$ cat config.mk
export PLATFORM = sky130hd
export DESIGN_NAME = maze_move_ctrl
export DESIGN_NICKNAME = d
export VERILOG_FILES = /design/src/rtl/maze_pkg.sv /design/src/rtl/maze_move_ctrl.sv
export SDC_FILE = /design/constraint.sdc
export NUM_CORES = 1
export LEC_CHECK = 0
export ABC_AREA = 1
export BUFFER_PORTS_ARGS = -buffer_cell sky130_fd_sc_hd__buf_2
export CAP_MARGIN = 20
export CORE_ASPECT_RATIO = 1.4
export CORE_UTILIZATION = 25
export CTS_BUF_LIST = sky130_fd_sc_hd__clkbuf_2
export DETAILED_ROUTE_END_ITERATION = 8
export GPL_TIMING_DRIVEN = 0
export SLEW_MARGIN = 25
export SYNTH_ARGS = -nofsm -noshare
export SYNTH_HDL_FRONTEND = slang
export SYNTH_SLANG_ARGS = --single-unit
$ cat constraint.sdc
create_clock -name clk -period 1.9 [get_ports clk]
set_input_delay 0.285 -clock clk [delete_from_list [all_inputs] [get_ports clk]]
set_output_delay 0.285 -clock clk [all_outputs]
set_load 0.02 [all_outputs]
$ cat src/rtl/maze_pkg.sv
// Shared definitions for the maze move controller: directions, cell bit
// layout, grid size, controller states and the cell address helper.
package maze_pkg;

    localparam int GRID_DIM = 16;
    localparam int COORD_W  = 4;
    localparam int ADDR_W   = 8;
    localparam int CELL_W   = 9;

    // Highest legal row/column index.
    localparam logic [COORD_W-1:0] GRID_MAX = COORD_W'(GRID_DIM - 1);

    // Cell word layout.
    localparam int BIT_WALL_N  = 0;
    localparam int BIT_WALL_E  = 1;
    localparam int BIT_WALL_S  = 2;
    localparam int BIT_WALL_W  = 3;
    localparam int BIT_VISITED = 4;
    localparam int BIT_GOAL    = 5;

    typedef enum logic [1:0] {
        DIR_N = 2'd0,
        DIR_E = 2'd1,
        DIR_S = 2'd2,
        DIR_W = 2'd3
    } dir_t;

    typedef enum logic [2:0] {
        S_IDLE   = 3'd0,
        S_RD_CUR = 3'd1,
        S_CHECK  = 3'd2,
        S_RD_NEW = 3'd3,
        S_WR_NEW = 3'd4
    } state_t;

    // Maze memory is row-major: high nibble row, low nibble column.
    function automatic logic [ADDR_W-1:0] cell_addr(input logic [COORD_W-1:0] row,
                                                    input logic [COORD_W-1:0] col);
        return {row, col};
    endfunction

endpackage

$ cat src/rtl/maze_move_ctrl.sv
// Player move controller: reads the current cell's walls, validates the
// move against walls and grid edges, then marks the destination visited.
module maze_move_ctrl
    import maze_pkg::*;
#(
    parameter int START_ROW = 0,
    parameter int START_COL = 0
) (
    input  logic                clk,
    input  logic                reset,
    input  logic                move_valid,
    input  logic [1:0]          move_dir,
    output logic                move_ready,
    output logic                bram_en,
    output logic                bram_we,
    output logic [ADDR_W-1:0]   bram_addr,
    output logic [CELL_W-1:0]   bram_din,
    input  logic [CELL_W-1:0]   bram_dout,
    output logic [COORD_W-1:0]  player_row,
    output logic [COORD_W-1:0]  player_col,
    output logic                moved,
    output logic                blocked,
    output logic                at_goal
);

    localparam logic [COORD_W-1:0] START_ROW_L = COORD_W'(START_ROW);
    localparam logic [COORD_W-1:0] START_COL_L = COORD_W'(START_COL);

    state_t               state_reg, state_next;
    dir_t                 dir_reg;
    logic [COORD_W-1:0]   row_reg, col_reg;
    logic [COORD_W-1:0]   row_next, col_next;
    logic                 moved_reg, blocked_reg, at_goal_reg;
    logic                 block_hit;
    logic                 en_next, we_next;
    logic [ADDR_W-1:0]    addr_next;
    logic [CELL_W-1:0]    din_next;

    // Wall/edge test for the latched direction and candidate new position.
    always_comb begin
        block_hit = 1'b0;
        row_next  = row_reg;
        col_next  = col_reg;
        case (dir_reg)
            DIR_N: begin
                block_hit = bram_dout[BIT_WALL_N] || (row_reg == '0);
                row_next  = row_reg - 1'b1;
            end
            DIR_E: begin
                block_hit = bram_dout[BIT_WALL_E] || (col_reg == GRID_MAX);
                col_next  = col_reg + 1'b1;
            end
            DIR_S: begin
                block_hit = bram_dout[BIT_WALL_S] || (row_reg == GRID_MAX);
                row_next  = row_reg + 1'b1;
            end
            default: begin
                block_hit = bram_dout[BIT_WALL_W] || (col_reg == '0);
                col_next  = col_reg - 1'b1;
            end
        endcase
    end

    // Next-state and BRAM port decode.
    always_comb begin
        state_next = state_reg;
        en_next    = 1'b0;
        we_next    = 1'b0;
        addr_next  = '0;
        din_next   = '0;
        case (state_reg)
            S_IDLE: begin
                if (move_valid) state_next = S_RD_CUR;
            end
            S_RD_CUR: begin
                en_next    = 1'b1;
                addr_next  = cell_addr(row_reg, col_reg);
                state_next = S_CHECK;
            end
            S_CHECK: begin
                state_next = block_hit ? S_IDLE : S_RD_NEW;
            end
            S_RD_NEW: begin
                en_next    = 1'b1;
                addr_next  = cell_addr(row_reg, col_reg);
                state_next = S_WR_NEW;
            end
            S_WR_NEW: begin
                en_next    = 1'b1;
                we_next    = 1'b1;
                addr_next  = cell_addr(row_reg, col_reg);
                din_next   = bram_dout | (CELL_W'(1) << BIT_VISITED);
                state_next = S_IDLE;
            end
            default: state_next = S_IDLE;
        endcase
    end

    // State, position, latched direction and status pulses.
    always_ff @(posedge clk) begin
        if (reset) begin
            state_reg   <= S_IDLE;
            dir_reg     <= DIR_N;
            row_reg     <= START_ROW_L;
            col_reg     <= START_COL_L;
            moved_reg   <= 1'b0;
            blocked_reg <= 1'b0;
            at_goal_reg <= 1'b0;
        end else begin
            state_reg   <= state_next;
            moved_reg   <= 1'b0;
            blocked_reg <= 1'b0;
            case (state_reg)
                S_IDLE: begin
                    if (move_valid) dir_reg <= dir_t'(move_dir);
                end
                S_CHECK: begin
                    if (block_hit) begin
                        blocked_reg <= 1'b1;
                    end else begin
                        row_reg <= row_next;
                        col_reg <= col_next;
                    end
                end
                S_WR_NEW: begin
                    moved_reg   <= 1'b1;
                    at_goal_reg <= bram_dout[BIT_GOAL];
                end
                default: ;
            endcase
        end
    end

    // Port is silenced while reset is high so an aborted move never writes.
    assign bram_en    = en_next & ~reset;
    assign bram_we    = we_next & ~reset;
    assign bram_addr  = addr_next;
    assign bram_din   = din_next;
    assign move_ready = (state_reg == S_IDLE);
    assign player_row = row_reg;
    assign player_col = col_reg;
    assign moved      = moved_reg;
    assign blocked    = blocked_reg;
    assign at_goal    = at_goal_reg;

endmodule

Word level (Yosys, flattened, before mapping)
Cells that the tools add are included.
{ "word_totals": {"regBits": 16, "in_bits": 14, "out_inout_bits": 31} }
{ "op_classes": {"add_sub_neg": 4, "eq_ne": 9, "mux": 11, "n_bitwise": 6, "reduce_logical": 15} }
{ "op_table": {"columns": ["op", "n"], "rows": [
  ["$pmux 4 s2", 2],
  ["$pmux 3 s4", 1],
  ["$mux 9", 1],
  ["$add 4x1->4 const B", 2],
  ["$eq 4x4->1 const B", 2],
  ["$logic_not 4->1", 2],
  ["$mux 8", 1],
  ["$sub 4x1->4 const B", 2],
  ["$eq 3x2->1 const B", 2],
  ["$reduce_and 3->1", 2],
  ["$logic_or 1x1->1", 4],
  ["$not 1->1", 4],
  ["$reduce_or 2->1", 2],
  ["$eq 3x1->1 const B", 1],
  ["$eq 3x3->1 const B", 1],
  ["$logic_not 3->1", 1],
  ["$mux 1", 3],
  ["$mux 3", 1],
  ["$pmux 1 s3", 1],
  ["$reduce_or 3->1", 1],
  ["$and 1x1->1", 2],
  ["$eq 2x1->1 const B", 1],
  ["$eq 2x2->1 const B", 1],
  ["$logic_not 2->1", 1],
  ["4 further kinds", 4]
]} }

Depth between registers and ports, before layout
{ "logic_depth": {"word_depth": 5, "depth_mapped": 11, "depth_no_buf": 10} }

Least setup slack after synthesis
No wires, ideal clock.
{ "synth_timing": {"path_kind": "flip-flop to flip-flop", "from": "register dir_reg[0]", "to": "register row_reg[3] (netlist: player_row[3])", "setup_ns": 0.071, "arrival_ns": 1.458, "setup_slack_ns": 0.371, "stages_incl_launch_ff": 12, "n_path_buf": 1, "period_less_slack_ns": 1.529, "cell_sequence": "dfxtp_1 -> buf_6 -> inv_6 -> nand2_1 -> ha_1 -> nand2_1 -> nand2_1 -> nor2_1 -> nand3_1 -> nand2_1 -> nand4_1 -> a21oi_1"} }
{ "synth_via": {"elab_chain_cells": 4, "word_cells_on_any_way": 8} }
{ "synth_lines": {"columns": ["element", "line_no", "rtl"], "rows": [
  ["start, declared", "maze_move_ctrl.sv:30", "dir_t dir_reg;"],
  ["start signal, assigned", "maze_move_ctrl.sv:115", "if (move_valid) dir_reg <= dir_t'(move_dir);"],
  ["$eq 2x2->1 (tied with other cells)", "maze_move_ctrl.sv:44", "case (dir_reg)"],
  ["$pmux 1 s3", "maze_move_ctrl.sv:44", null],
  ["$not 1->1 (no source line)", null, null],
  ["$reduce_and 3->1 (no source line)", null, null],
  ["end signal, assigned", "maze_move_ctrl.sv:121", "row_reg <= row_next;"],
  ["end, declared", "maze_move_ctrl.sv:31", "logic [COORD_W-1:0] row_reg, col_reg;"]
]} }
Parallel ways exist; a longest one is shown, timed or not.
A chain may end at the register's enable or synchronous reset.

Worst setup path in the final report
{ "layout_timing": {"from": "register state_reg[0]", "to": "output port bram_addr[7]"} }
{ "layout_via": {"elab_chain_cells": 3, "word_cells_on_any_way": 5} }
{ "layout_lines": {"columns": ["element", "line_no", "rtl"], "rows": [
  ["start, declared", "maze_move_ctrl.sv:29", "state_t state_reg, state_next;"],
  ["start signal, assigned", "maze_move_ctrl.sv:110", "state_reg <= state_next;"],
  ["$eq 3x3->1 (tied with other cells)", "maze_move_ctrl.sv:71", "case (state_reg)"],
  ["$reduce_or 3->1 (no source line) *", null, null],
  ["$mux 8 *", "maze_move_ctrl.sv:71", null],
  ["end, declared", "maze_move_ctrl.sv:16", "output logic [ADDR_W-1:0] bram_addr,"]
]} }
Every way passes the cells marked *; elsewhere a longest branch is shown, timed or not.

==> results.toml <==
[worst_setup_path]
worst-r2r-cell-count = 11
regToRegEndpoint = "player_row[3]"
worst_r2r_startpoint = "dir_reg[0]"
reg2reg_slack_ns = 0.20
worstPathArrival_ns = 1.43
path_class = "reg -> out"
end_kind = "output port"
cp-start-kind = "register"
crit_fanout = 9
worst_ep_required_time_ns = 1.62

[logic_synthesis]
yosysWarnings = 0
yosysUniqueCellTypes = 25
synthesis.area_per_instance_sq_um = 6.35
yosys_register_bits = 16
syn_area_sq_um = 1120
ys_seq_area_share_pct = 28.5
synthesis.nets = 197
syn_inst = 177

[sta]
timing.slew.headroom_pct = 68.3
fin_setup_tns_ns = 0
worst_clock_skew_ns = 0.0225
worst-slew-pin-transition_ns = 0.474
final_period_minus_worst_setup_slack_ns = 1.71
final_hold_fails = 0
setup_viol_count_final = 0
post-route-period-util_pct = 90.3
grt_setup_unrepaired = "false"
setup_ws_ns = 0.185
number_of_pins_with_negative_max_slew_slack_in_the_final_report = 0
highest_clock_rate_mhz = 583

[die]
boundaryPins = 45
die-width_microns = 58.7
core.rowCount = 28
initial_util_pct = 26.3
die_height_microns = 81.4
die-area_sq_um = 4780
coreArea_sq_um = 4270

[outcome]
outcome = "complete, no violations"

[power_and_ir_drop]
max-vdd-ir-drop_uv = 292
total_leakage_power_nw = 0.778
power.density_cell_area_nw_per_um2 = 593
share_comb_of_total_power_pct = 37.7
power.switching_fraction_pct = 40.2
netSwitchingPower_uw = 346
sequentialPowerShare_pct = 43.7
design_internal_power_uw = 514
share_clk_of_total_power_pct = 18.6
total_power_uw = 860

[route]
drtIter0Drc = 26
drtAntennaViolNets = 0
detail_route.wirelength_mm = 2.73
routed-via-count = 1167
drc = 0
avgViaCountPerCell = 4.11
drt-pass1-iter-count = 4
routedWlPerCell_microns = 9.63

[placed_design]
dpl_cell_area_sq_um = 1420
io_buffers = 43
pre_cts_slack_ns = 0.114
numPlacedInstances = 280
gp_congestion = 0.724
dpl.hpwl_mm = 2.13

[global_routing]
grtUsageTotal_pct = 12.1
number_of_global_route_vias_before_repair = 1004
grt_max_degree = 11
gr-total-overflow = 0
grt_pass1_wl_mm = 4.42
grt_antenna_before_repair = 0

[min_path]
hold_start = "move_valid"
worstHoldPathCells = 3
min-delay-path-class = "in -> reg"
hold_crit_endpoint = "state_reg[0]"

[final_layout]
fin_nets = 245
post_route_cells_drive_above_1_share_pct = 28.1
most_used_cells_in_the_layout_excluding_fill_and_tap_cells = "sky130_fd_sc_hd__nand2_1, sky130_fd_sc_hd__buf_2, sky130_fd_sc_hd__nor2_1, sky130_fd_sc_hd__inv_1, sky130_fd_sc_hd__dfxtp_1"
stdcell_area_sq_um = 1450
final_common_cell = "sky130_fd_sc_hd__nand2_1"
stdcell_count = 284
post_synthesis_to_final_layout_area_growth_pct = 28.9
antenna_cells_inserted = 0

[clock_tree]
clkTransAtPathRegs_ns = 0.15
ctsRootBufferMaster = "sky130_fd_sc_hd__clkbuf_2"
cts_inserted_buffers = 3
clkLatencyLatePin_ns = 0.30
clock_sink_count = 16
post_cts_hold_buffer_count = 0
tritoncts = "yes"
ctsHtreeMaxLevel = 1
clock_path_buffers = 2

[job]
drv_cap = 0
==> power groups by stage <==
stage	Sequential, mW	Combinational (mW)	Clock, mW
CTS	0.377	0.327	0.164
floorplan	0.389	0.236	0
finish	0.376	0.324	0.160
global route	0.381	0.366	0.173
detailed placement	0.384	0.320	0
global placement	0.384	0.317	0
==> worst max path at each step <==
stage | start | to | slack, ns | depth (start not counted)
after floorplan | dir_reg[0] | player_row[3] | 0.37 | 11
after global placement | state_reg[0] | bram_addr[7] | 0.10 | 6
after detailed placement | state_reg[0] | bram_addr[7] | 0.11 | 6
after CTS | state_reg[2] | bram_din[8] | 0.1 | 5
after global routing | dir_reg[1] | player_col[3] | 0.02 | 10
final | state_reg[0] | bram_addr[7] | 0.19 | 6
==> stage by stage <==
stage,hold slack [ns],utilization [%]
floorplan,0.431,-
global placement,0.453,33.1
detailed placement,0.475,33.1
CTS,0.228,33.8
global route,0.250,33.9
finish,0.238,33.9
==> area by class of cell <==
cell class	count	area, sq um
fill	508	2820
multi-input combinational	129	683
inverter	29	114
clock inverter	1	3.75
tap	60	75.1
sequential	16	322
timing repair buffer	43	215
clock buffer	3	15.0
buffer	3	22.5
==> synthesized netlist by cell type <==
cell type                  instances  area [sq um]
sky130_fd_sc_hd__nor4_1            1          6.26
sky130_fd_sc_hd__fa_1              2          40.0
sky130_fd_sc_hd__a21oi_1           7          35.0
sky130_fd_sc_hd__nand2_2           2          12.5
sky130_fd_sc_hd__nand3_4           2          35.0
sky130_fd_sc_hd__dfxtp_1          16           320
sky130_fd_sc_hd__nand4_1           4          25.0
sky130_fd_sc_hd__o21ai_1           1          5.00
sky130_fd_sc_hd__xor2_1            1          8.76
sky130_fd_sc_hd__nor2_1           43           161
sky130_fd_sc_hd__buf_4             1          7.51
sky130_fd_sc_hd__nor2_8            1          20.0
sky130_fd_sc_hd__nor3_4            1          16.3
sky130_fd_sc_hd__nor2_2            2          12.5
sky130_fd_sc_hd__buf_6             1          11.3
sky130_fd_sc_hd__clkbuf_1          1          3.75
sky130_fd_sc_hd__nand2_4           1          11.3
sky130_fd_sc_hd__nand2_1          48           180
sky130_fd_sc_hd__inv_2             2          7.51
sky130_fd_sc_hd__ha_1              4          50.1
sky130_fd_sc_hd__nand3_1           2          10.0
sky130_fd_sc_hd__inv_6             1          8.76
sky130_fd_sc_hd__o21ai_0           6          30.0
sky130_fd_sc_hd__xnor2_1           1          8.76
sky130_fd_sc_hd__inv_1            26          97.6
==> worst max-delay path, stage by stage (launching register included) <==
cell	delay, ns
sky130_fd_sc_hd__dfxtp_1	0.42
sky130_fd_sc_hd__nor2_1	0.07
sky130_fd_sc_hd__inv_1	0.12
sky130_fd_sc_hd__nor2_4	0.07
sky130_fd_sc_hd__nor2_4	0.23
sky130_fd_sc_hd__nor2_1	0.08
sky130_fd_sc_hd__buf_2	0.16
==> cell families (layout without fill, tap and decap cells) <==
logic type                 count (synthesis)  after routing  share of synthesized area, %
xor gates and xnor gates                   2              2                          1.56
adders and majority gates                  6              6                          8.01
buffers and inverters                     32             79                          12.1
DFF                                       16             16                          28.5
and+or+nand+nor                          107            107                          43.6
AOI/OAI and AO/OA                         14             14                          6.23
==> metal layers <==
metal  vias up  share of wire (%)  GRT usage [%]
met5         -                  0              0
met3         4                3.8           1.43
li1        629                  -              -
met4         0               0.99           3.57
met2        23                 51           21.7
met1       511                 45           14.8
==> timing repair <==
item,4_1_cts,5_1_grt
endpoints found under the setup margin,9,7
buffers inserted,0,0
gates resized for setup,3,2
cloned,0,0
Power figures use the tool's default switching activity.
